**src/rtl/bcd_pkg.sv**
```systemverilog
// Shared types and helpers for the multi-cycle double-dabble converter.
package bcd_pkg;

    localparam int DIGIT_W = 4;

    typedef enum logic [1:0] {IDLE, SHIFT, DONE} state_e;

    // Decimal digits needed to hold the largest WIDTH-bit unsigned value.
    function automatic int digits_for(input int width);
        longint unsigned maxv;
        int              d;
        maxv = (64'd1 << width) - 64'd1;
        d    = 1;
        while (maxv > 64'd9) begin
            maxv = maxv / 64'd10;
            d    = d + 1;
        end
        return d;
    endfunction

endpackage

```
**src/rtl/bcd_conv_if.sv**
```systemverilog
// Two-requester conversion bus: requests/operands in, grants and packed BCD result out.
interface bcd_conv_if
    import bcd_pkg::*;
#(
    parameter int WIDTH  = 8,
    parameter int DIGITS = 3
);
    logic                        req0;
    logic [WIDTH-1:0]            bin0;
    logic                        req1;
    logic [WIDTH-1:0]            bin1;
    logic                        gnt0;
    logic                        gnt1;
    logic                        busy;
    logic [DIGIT_W*DIGITS-1:0]   bcd;
    logic                        bcd_valid;
    logic                        bcd_id;

    modport master (
        output req0, bin0, req1, bin1,
        input  gnt0, gnt1, busy, bcd, bcd_valid, bcd_id
    );

    modport slave (
        input  req0, bin0, req1, bin1,
        output gnt0, gnt1, busy, bcd, bcd_valid, bcd_id
    );
endinterface

```
**src/rtl/bcd_dabble_step.sv**
```systemverilog
// One double-dabble iteration: add 3 to every digit above 4, then shift {acc, bin} left by one.
module bcd_dabble_step
    import bcd_pkg::*;
#(
    parameter int WIDTH  = 8,
    parameter int DIGITS = 3
) (
    input  logic [DIGIT_W*DIGITS+WIDTH-1:0] din,
    output logic [DIGIT_W*DIGITS+WIDTH-1:0] dout
);
    localparam int ACC_W = DIGIT_W * DIGITS;

    logic [ACC_W-1:0] acc;
    logic [ACC_W-1:0] corr;

    assign acc = din[ACC_W+WIDTH-1:WIDTH];

    for (genvar d = 0; d < DIGITS; d++) begin : g_digit
        // Corrected digit stays <= 12, so the 4-bit add never carries out.
        assign corr[d*DIGIT_W +: DIGIT_W] = (acc[d*DIGIT_W +: DIGIT_W] > 4'd4)
            ? acc[d*DIGIT_W +: DIGIT_W] + 4'd3
            : acc[d*DIGIT_W +: DIGIT_W];
    end

    assign dout = {corr[ACC_W-2:0], din[WIDTH-1:0], 1'b0};

endmodule

```
**src/rtl/bcd_conv_arbiter.sv**
```systemverilog
// Round-robin shared binary-to-BCD converter: one grant, WIDTH shift cycles, one result pulse.
module bcd_conv_arbiter
    import bcd_pkg::*;
#(
    parameter int WIDTH  = 8,
    parameter int DIGITS = 3
) (
    input  logic       clk,
    input  logic       rst_n,
    bcd_conv_if.slave  bus
);
    localparam int ACC_W = DIGIT_W * DIGITS;
    localparam int TOT_W = ACC_W + WIDTH;
    localparam int CNT_W = $clog2(WIDTH + 1);

    if (DIGITS < digits_for(WIDTH)) begin : g_digits_check
        $error("bcd_conv_arbiter: DIGITS too small for WIDTH");
    end

    state_e             state_q, state_d;
    logic [CNT_W-1:0]   cnt_q, cnt_d;
    logic [ACC_W-1:0]   acc_q, acc_d;
    logic [WIDTH-1:0]   bin_sr_q, bin_sr_d;
    logic               cur_id_q, cur_id_d;
    logic               last_id_q, last_id_d;
    logic [ACC_W-1:0]   bcd_q, bcd_d;
    logic               bcd_valid_q, bcd_valid_d;
    logic               bcd_id_q, bcd_id_d;
    logic               busy_q, busy_d;
    logic               gnt0, gnt1;
    logic [TOT_W-1:0]   step_out;

    bcd_dabble_step #(.WIDTH(WIDTH), .DIGITS(DIGITS)) u_step (
        .din  ({acc_q, bin_sr_q}),
        .dout (step_out)
    );

    always_comb begin
        state_d     = state_q;
        cnt_d       = cnt_q;
        acc_d       = acc_q;
        bin_sr_d    = bin_sr_q;
        cur_id_d    = cur_id_q;
        last_id_d   = last_id_q;
        bcd_d       = bcd_q;
        bcd_id_d    = bcd_id_q;
        bcd_valid_d = 1'b0;
        gnt0        = 1'b0;
        gnt1        = 1'b0;
        case (state_q)
            IDLE: begin
                // On a tie the requester not served last wins.
                if (bus.req0 && (!bus.req1 || last_id_q)) gnt0 = 1'b1;
                else if (bus.req1)                        gnt1 = 1'b1;
                if (gnt0 || gnt1) begin
                    bin_sr_d = gnt1 ? bus.bin1 : bus.bin0;
                    acc_d    = '0;
                    cnt_d    = '0;
                    cur_id_d = gnt1;
                    state_d  = SHIFT;
                end
            end
            SHIFT: begin
                {acc_d, bin_sr_d} = step_out;
                cnt_d = cnt_q + CNT_W'(1);
                // Result registers load on the edge into DONE so they are visible during DONE.
                if (cnt_q == CNT_W'(WIDTH - 1)) begin
                    state_d     = DONE;
                    bcd_d       = step_out[TOT_W-1:WIDTH];
                    bcd_id_d    = cur_id_q;
                    last_id_d   = cur_id_q;
                    bcd_valid_d = 1'b1;
                end
            end
            DONE:    state_d = IDLE;
            default: state_d = IDLE;
        endcase
        busy_d = (state_d != IDLE);
    end

    always_ff @(posedge clk or negedge rst_n) begin
        if (!rst_n) begin
            state_q     <= IDLE;
            cnt_q       <= '0;
            acc_q       <= '0;
            bin_sr_q    <= '0;
            cur_id_q    <= 1'b0;
            last_id_q   <= 1'b1;
            bcd_q       <= '0;
            bcd_valid_q <= 1'b0;
            bcd_id_q    <= 1'b0;
            busy_q      <= 1'b0;
        end else begin
            state_q     <= state_d;
            cnt_q       <= cnt_d;
            acc_q       <= acc_d;
            bin_sr_q    <= bin_sr_d;
            cur_id_q    <= cur_id_d;
            last_id_q   <= last_id_d;
            bcd_q       <= bcd_d;
            bcd_valid_q <= bcd_valid_d;
            bcd_id_q    <= bcd_id_d;
            busy_q      <= busy_d;
        end
    end

    assign bus.gnt0      = gnt0;
    assign bus.gnt1      = gnt1;
    assign bus.busy      = busy_q;
    assign bus.bcd       = bcd_q;
    assign bus.bcd_valid = bcd_valid_q;
    assign bus.bcd_id    = bcd_id_q;

endmodule

```
**src/flat_wrapper.sv**
```systemverilog
// flat-port wrapper written by rule: the top's interface ports become plain ports
module bcd_conv_arbiter_flat import bcd_pkg::*;
#(
    parameter int WIDTH  = 8,
    parameter int DIGITS = 3
)
  (clk, rst_n, bus_req0, bus_bin0, bus_req1, bus_bin1, bus_gnt0, bus_gnt1, bus_busy, bus_bcd, bus_bcd_valid, bus_bcd_id);
  bcd_conv_if #(.WIDTH(WIDTH), .DIGITS(DIGITS)) bus_i ();
  input  logic clk;
  input  logic rst_n;
  input wire logic [$bits(bus_i.req0)-1:0] bus_req0;
  input wire logic [$bits(bus_i.bin0)-1:0] bus_bin0;
  input wire logic [$bits(bus_i.req1)-1:0] bus_req1;
  input wire logic [$bits(bus_i.bin1)-1:0] bus_bin1;
  output wire logic [$bits(bus_i.gnt0)-1:0] bus_gnt0;
  output wire logic [$bits(bus_i.gnt1)-1:0] bus_gnt1;
  output wire logic [$bits(bus_i.busy)-1:0] bus_busy;
  output wire logic [$bits(bus_i.bcd)-1:0] bus_bcd;
  output wire logic [$bits(bus_i.bcd_valid)-1:0] bus_bcd_valid;
  output wire logic [$bits(bus_i.bcd_id)-1:0] bus_bcd_id;
  assign bus_i.req0 = bus_req0;
  assign bus_i.bin0 = bus_bin0;
  assign bus_i.req1 = bus_req1;
  assign bus_i.bin1 = bus_bin1;
  assign bus_gnt0 = bus_i.gnt0;
  assign bus_gnt1 = bus_i.gnt1;
  assign bus_busy = bus_i.busy;
  assign bus_bcd = bus_i.bcd;
  assign bus_bcd_valid = bus_i.bcd_valid;
  assign bus_bcd_id = bus_i.bcd_id;
  bcd_conv_arbiter #(.WIDTH(WIDTH), .DIGITS(DIGITS)) u_core (.clk(clk), .rst_n(rst_n), .bus(bus_i));
endmodule
```
**config.mk**
```make
export PLATFORM = sky130hd
export DESIGN_NAME = bcd_conv_arbiter_flat
export DESIGN_NICKNAME = d
export VERILOG_FILES = /design/src/rtl/bcd_pkg.sv /design/src/rtl/bcd_conv_if.sv /design/src/rtl/bcd_dabble_step.sv /design/src/rtl/bcd_conv_arbiter.sv /design/src/flat_wrapper.sv
export SDC_FILE = /design/constraint.sdc
export NUM_CORES = 1
export LEC_CHECK = 0
export BUFFER_PORTS_ARGS = -buffer_cell sky130_fd_sc_hd__buf_2
export CAP_MARGIN = 20
export CORE_MARGIN = 3
export CORE_UTILIZATION = 42
export CTS_CLUSTER_SIZE = 8
export DETAILED_ROUTE_END_ITERATION = 10
export PLACE_DENSITY_LB_ADDON = 0.05
export SYNTH_ARGS = -nofsm -noshare
export SYNTH_HDL_FRONTEND = slang
export SYNTH_HIERARCHICAL = 1
export SYNTH_SLANG_ARGS = --single-unit
```
**constraint.sdc**
```tcl
create_clock -name clk -period 1.95 [get_ports clk]
set_input_delay 0.4875 -clock clk [delete_from_list [all_inputs] [get_ports clk]]
set_output_delay 0.4875 -clock clk [all_outputs]
set_load 0.03 [all_outputs]
```
==> out/results.tsv <==
metric	value	unit
Hold/Removal Path Class	in -> async	
Inst Count DP	290	
CP cell instances	nor2_1 -> and3_1 -> buf_2	
Total GRT Usage	15.9	%
r2r startpoint	u_core/cnt_q[0]	
core area	0.00491	mm2
CTS root buf	clkbuf_8	
Vias/cell	5.31	
status	finished, final reports clean	
Net Count, Synth	224	
layout cell share with drive strength beyond 1	34.3	%
post-route cell area	0.00255	mm2
Pins Over Slew Limit	0	
post-DP HPWL	3270	um
DRC	0	
Peak VDD IR	0.000882	V
worst slack, placed	0.138	ns
sw frac	39.6	%
largest net degree at the start of global routing	26	
Avg Inst Size Synth	11.3	um2
post-synthesis cell count	197	
register area share after synthesis	48.3	%
unrepaired setup endpoints after global routing	no	
Die H	78.9	um
Final Hold Fails	0	
Layout area overhead	14.4	%
row cnt	25	
Pint	2720	uW
via count	1576	
Nets	257	
Synth Warn #	6	
Worst setup SP type	register	
setup TNS	0	ns
power share of the sequential group	37.2	%
final core occ	51.9	%
Clk pwr share	14.8	%
die width	78.9	um
antenna violations before repair	0	
Crit. End Element	output pin	
NetSw	1780	uW
number of global-route vias before repair	1636	
Final Skew	0.00528	ns
Tmin final	1.84	ns
CP Max Fanout	8	
clock transition at the registers of the reported paths	0.08	ns
initial detailed-routing violation count	106	
Leakage Power	0.00118	uW
TritonCTS clock tree	done	
CP max stage delay	0.48	ns
Finished Layout Cells	297	
DRT antenna net count	0	
CTS max path bufs	2	
Max H-tree Level	2	
IO Pins	37	
Worst EP required	1.46	ns
Max-Cap Viols	0	
Main synth FF type	dfrtp_1	
first-pass GRT wire length	7800	um
Post-CTS Resized	0	
Async SR Flop Fraction	100	%
WS Path Type	reg -> out	
EDFF count, synth	0	
Num CTS Buffers	5	
Ant. Diodes	0	
DIE AREA	0.00622	mm2
drt pass-1 iters	4	
Pwr Density	1770	mW/mm2
Routed WL	4600	um
area post-placement	0.00245	mm2
Routed wire per std cell	15.5	um
# setup viols final	0	
Post CTS Setup Buffer Count	0	
global route overflow	0	
Max Fclk	543	MHz
hold_buf cts	0	
I/O Buffers	36	
post-synthesis register bit count	43	
PnR worst setup slack	0.109	ns
final period utilization	94.4	%
# fillers	468	
Skew-Pair Late Insertion Delay	0.29	ns
crit path from	u_core/state_q[1]	
Critical Path AT	1.35	ns
clock sinks	43	
Crit-path slowest cell	dfrtp_1	
Logic pwr share	48.0	%
initial core utilization	45.4	%
mapped cell area	0.00223	mm2
Final Wtd Congestion	0.820	
Yosys cell types	34	
layer usage:
metal / vias to the layer above / GRT usage, % / share of wire (%)
met5: - / 0 / 0
met4: 0 / 6.70 / 1.5
met3: 8 / 2.83 / 4.6
met2: 38 / 25.2 / 47
met1: 771 / 21.4 / 47
li1: 759 / - / -
cells in the final DEF, fill, tap and decap left out, types with 2 or more instances in the layout:
cell type / instances
mux2i_1: 3
ha_1: 7
inv_1: 10
o31ai_1: 8
a22o_1: 17
a21oi_2: 3
xnor2_1: 3
nor3_1: 3
nor2b_1: 9
buf_2: 36
nor2_1: 8
o21ai_0: 10
a221oi_1: 8
nand2b_1: 2
mux2_2: 16
dfrtp_1: 42
o21bai_1: 2
a21o_2: 2
nand2_1: 2
buf_4: 8
and2_1: 8
clkbuf_8: 5
a21oi_1: 3
critical path: cells and delay by family, from the launching register on:
family,cells,cell delay [ns]
AND/OR/NAND/NOR,2,0.38
buffers and inverters,1,0.21
flip-flops,1,0.48
path summary, 6_finish.rpt:
kind	to	slack, ns	cells after the start
max	bus_gnt0	0.11	3
min	u_core/bus.bcd_valid	0.14	1
max reg2reg	u_core/bus.bcd[0]	0.28	5
min reg2reg	u_core/acc_q[9]	0.51	1
max in group asynchronous	u_core/last_id_q	1.24	2
min in group clk	u_core/acc_q[9]	0.51	1
final cells by class:
class                           count  area, um2  share of cell area (%)
Tap cell                           67       83.8                    3.29
Sequential cell                    43       1080                    42.2
Timing Repair Buffer               45        260                    10.2
Clock inverter                      1       30.0                    1.18
Inverter                           10       37.5                    1.47
Clock buffer                        6       72.6                    2.85
Multi-Input combinational cell    125        988                    38.8
registers in the layout, indices dropped and copies added (netlist names):
signal and flops:
u_core/bin_sr_q 8, u_core/bus.busy 1, u_core/bus.bcd 12, u_core/state_q 2, u_core/cur_id_q 1, u_core/acc_q 12
u_core/cnt_q 4, u_core/bus.bcd_valid 1, u_core/last_id_q 1, u_core/bus.bcd_id 1
power by group through the flow:
| stage | logic (uW) | registers (uW) | clock network (uW) |
|---|---|---|---|
| after floorplan | 1520 | 1900 | 0 |
| after global placement | 2090 | 1670 | 0 |
| after detailed placement | 2170 | 1690 | 0 |
| after CTS | 2180 | 1680 | 687 |
| after global routing | 2370 | 1740 | 728 |
| final | 2160 | 1680 | 664 |
per-stage QoR:
stage / total power, uW / hold WS, ns
floorplan: 3420 / 0.192
global placement: 3760 / 0.475
detailed placement: 3860 / 0.474
CTS: 4550 / 0.152
global route: 4840 / 0.173
finish: 4500 / 0.144
Yosys cell counts (4+ instances only):
master	instances	area share, %
dfrtp_1	42	47
a22o_1	17	6.7
mux2_2	16	8.1
buf_4	10	3.4
inv_1	10	1.7
o21ai_0	10	2.2
nor2b_1	9	2.5
a221oi_1	8	3.1
and2_1	8	2.2
nor2_1	8	1.3
o31ai_1	8	2.7
ha_1	7	3.9
clkbuf_1	6	1.0
nor3_1	4	0.90
logic make-up after synthesis:
kind of cell	synth area share [%]
buffers and inverters	7.58
other	0.168
DFF	48.3
muxes	9.43
adders and majority gates	3.93
AOI/OAI and AO/OA	19.1
and+or+nand+nor	10.3
xor gates and xnor gates	1.18
Note: power is estimated with default switching activity, not from simulation.
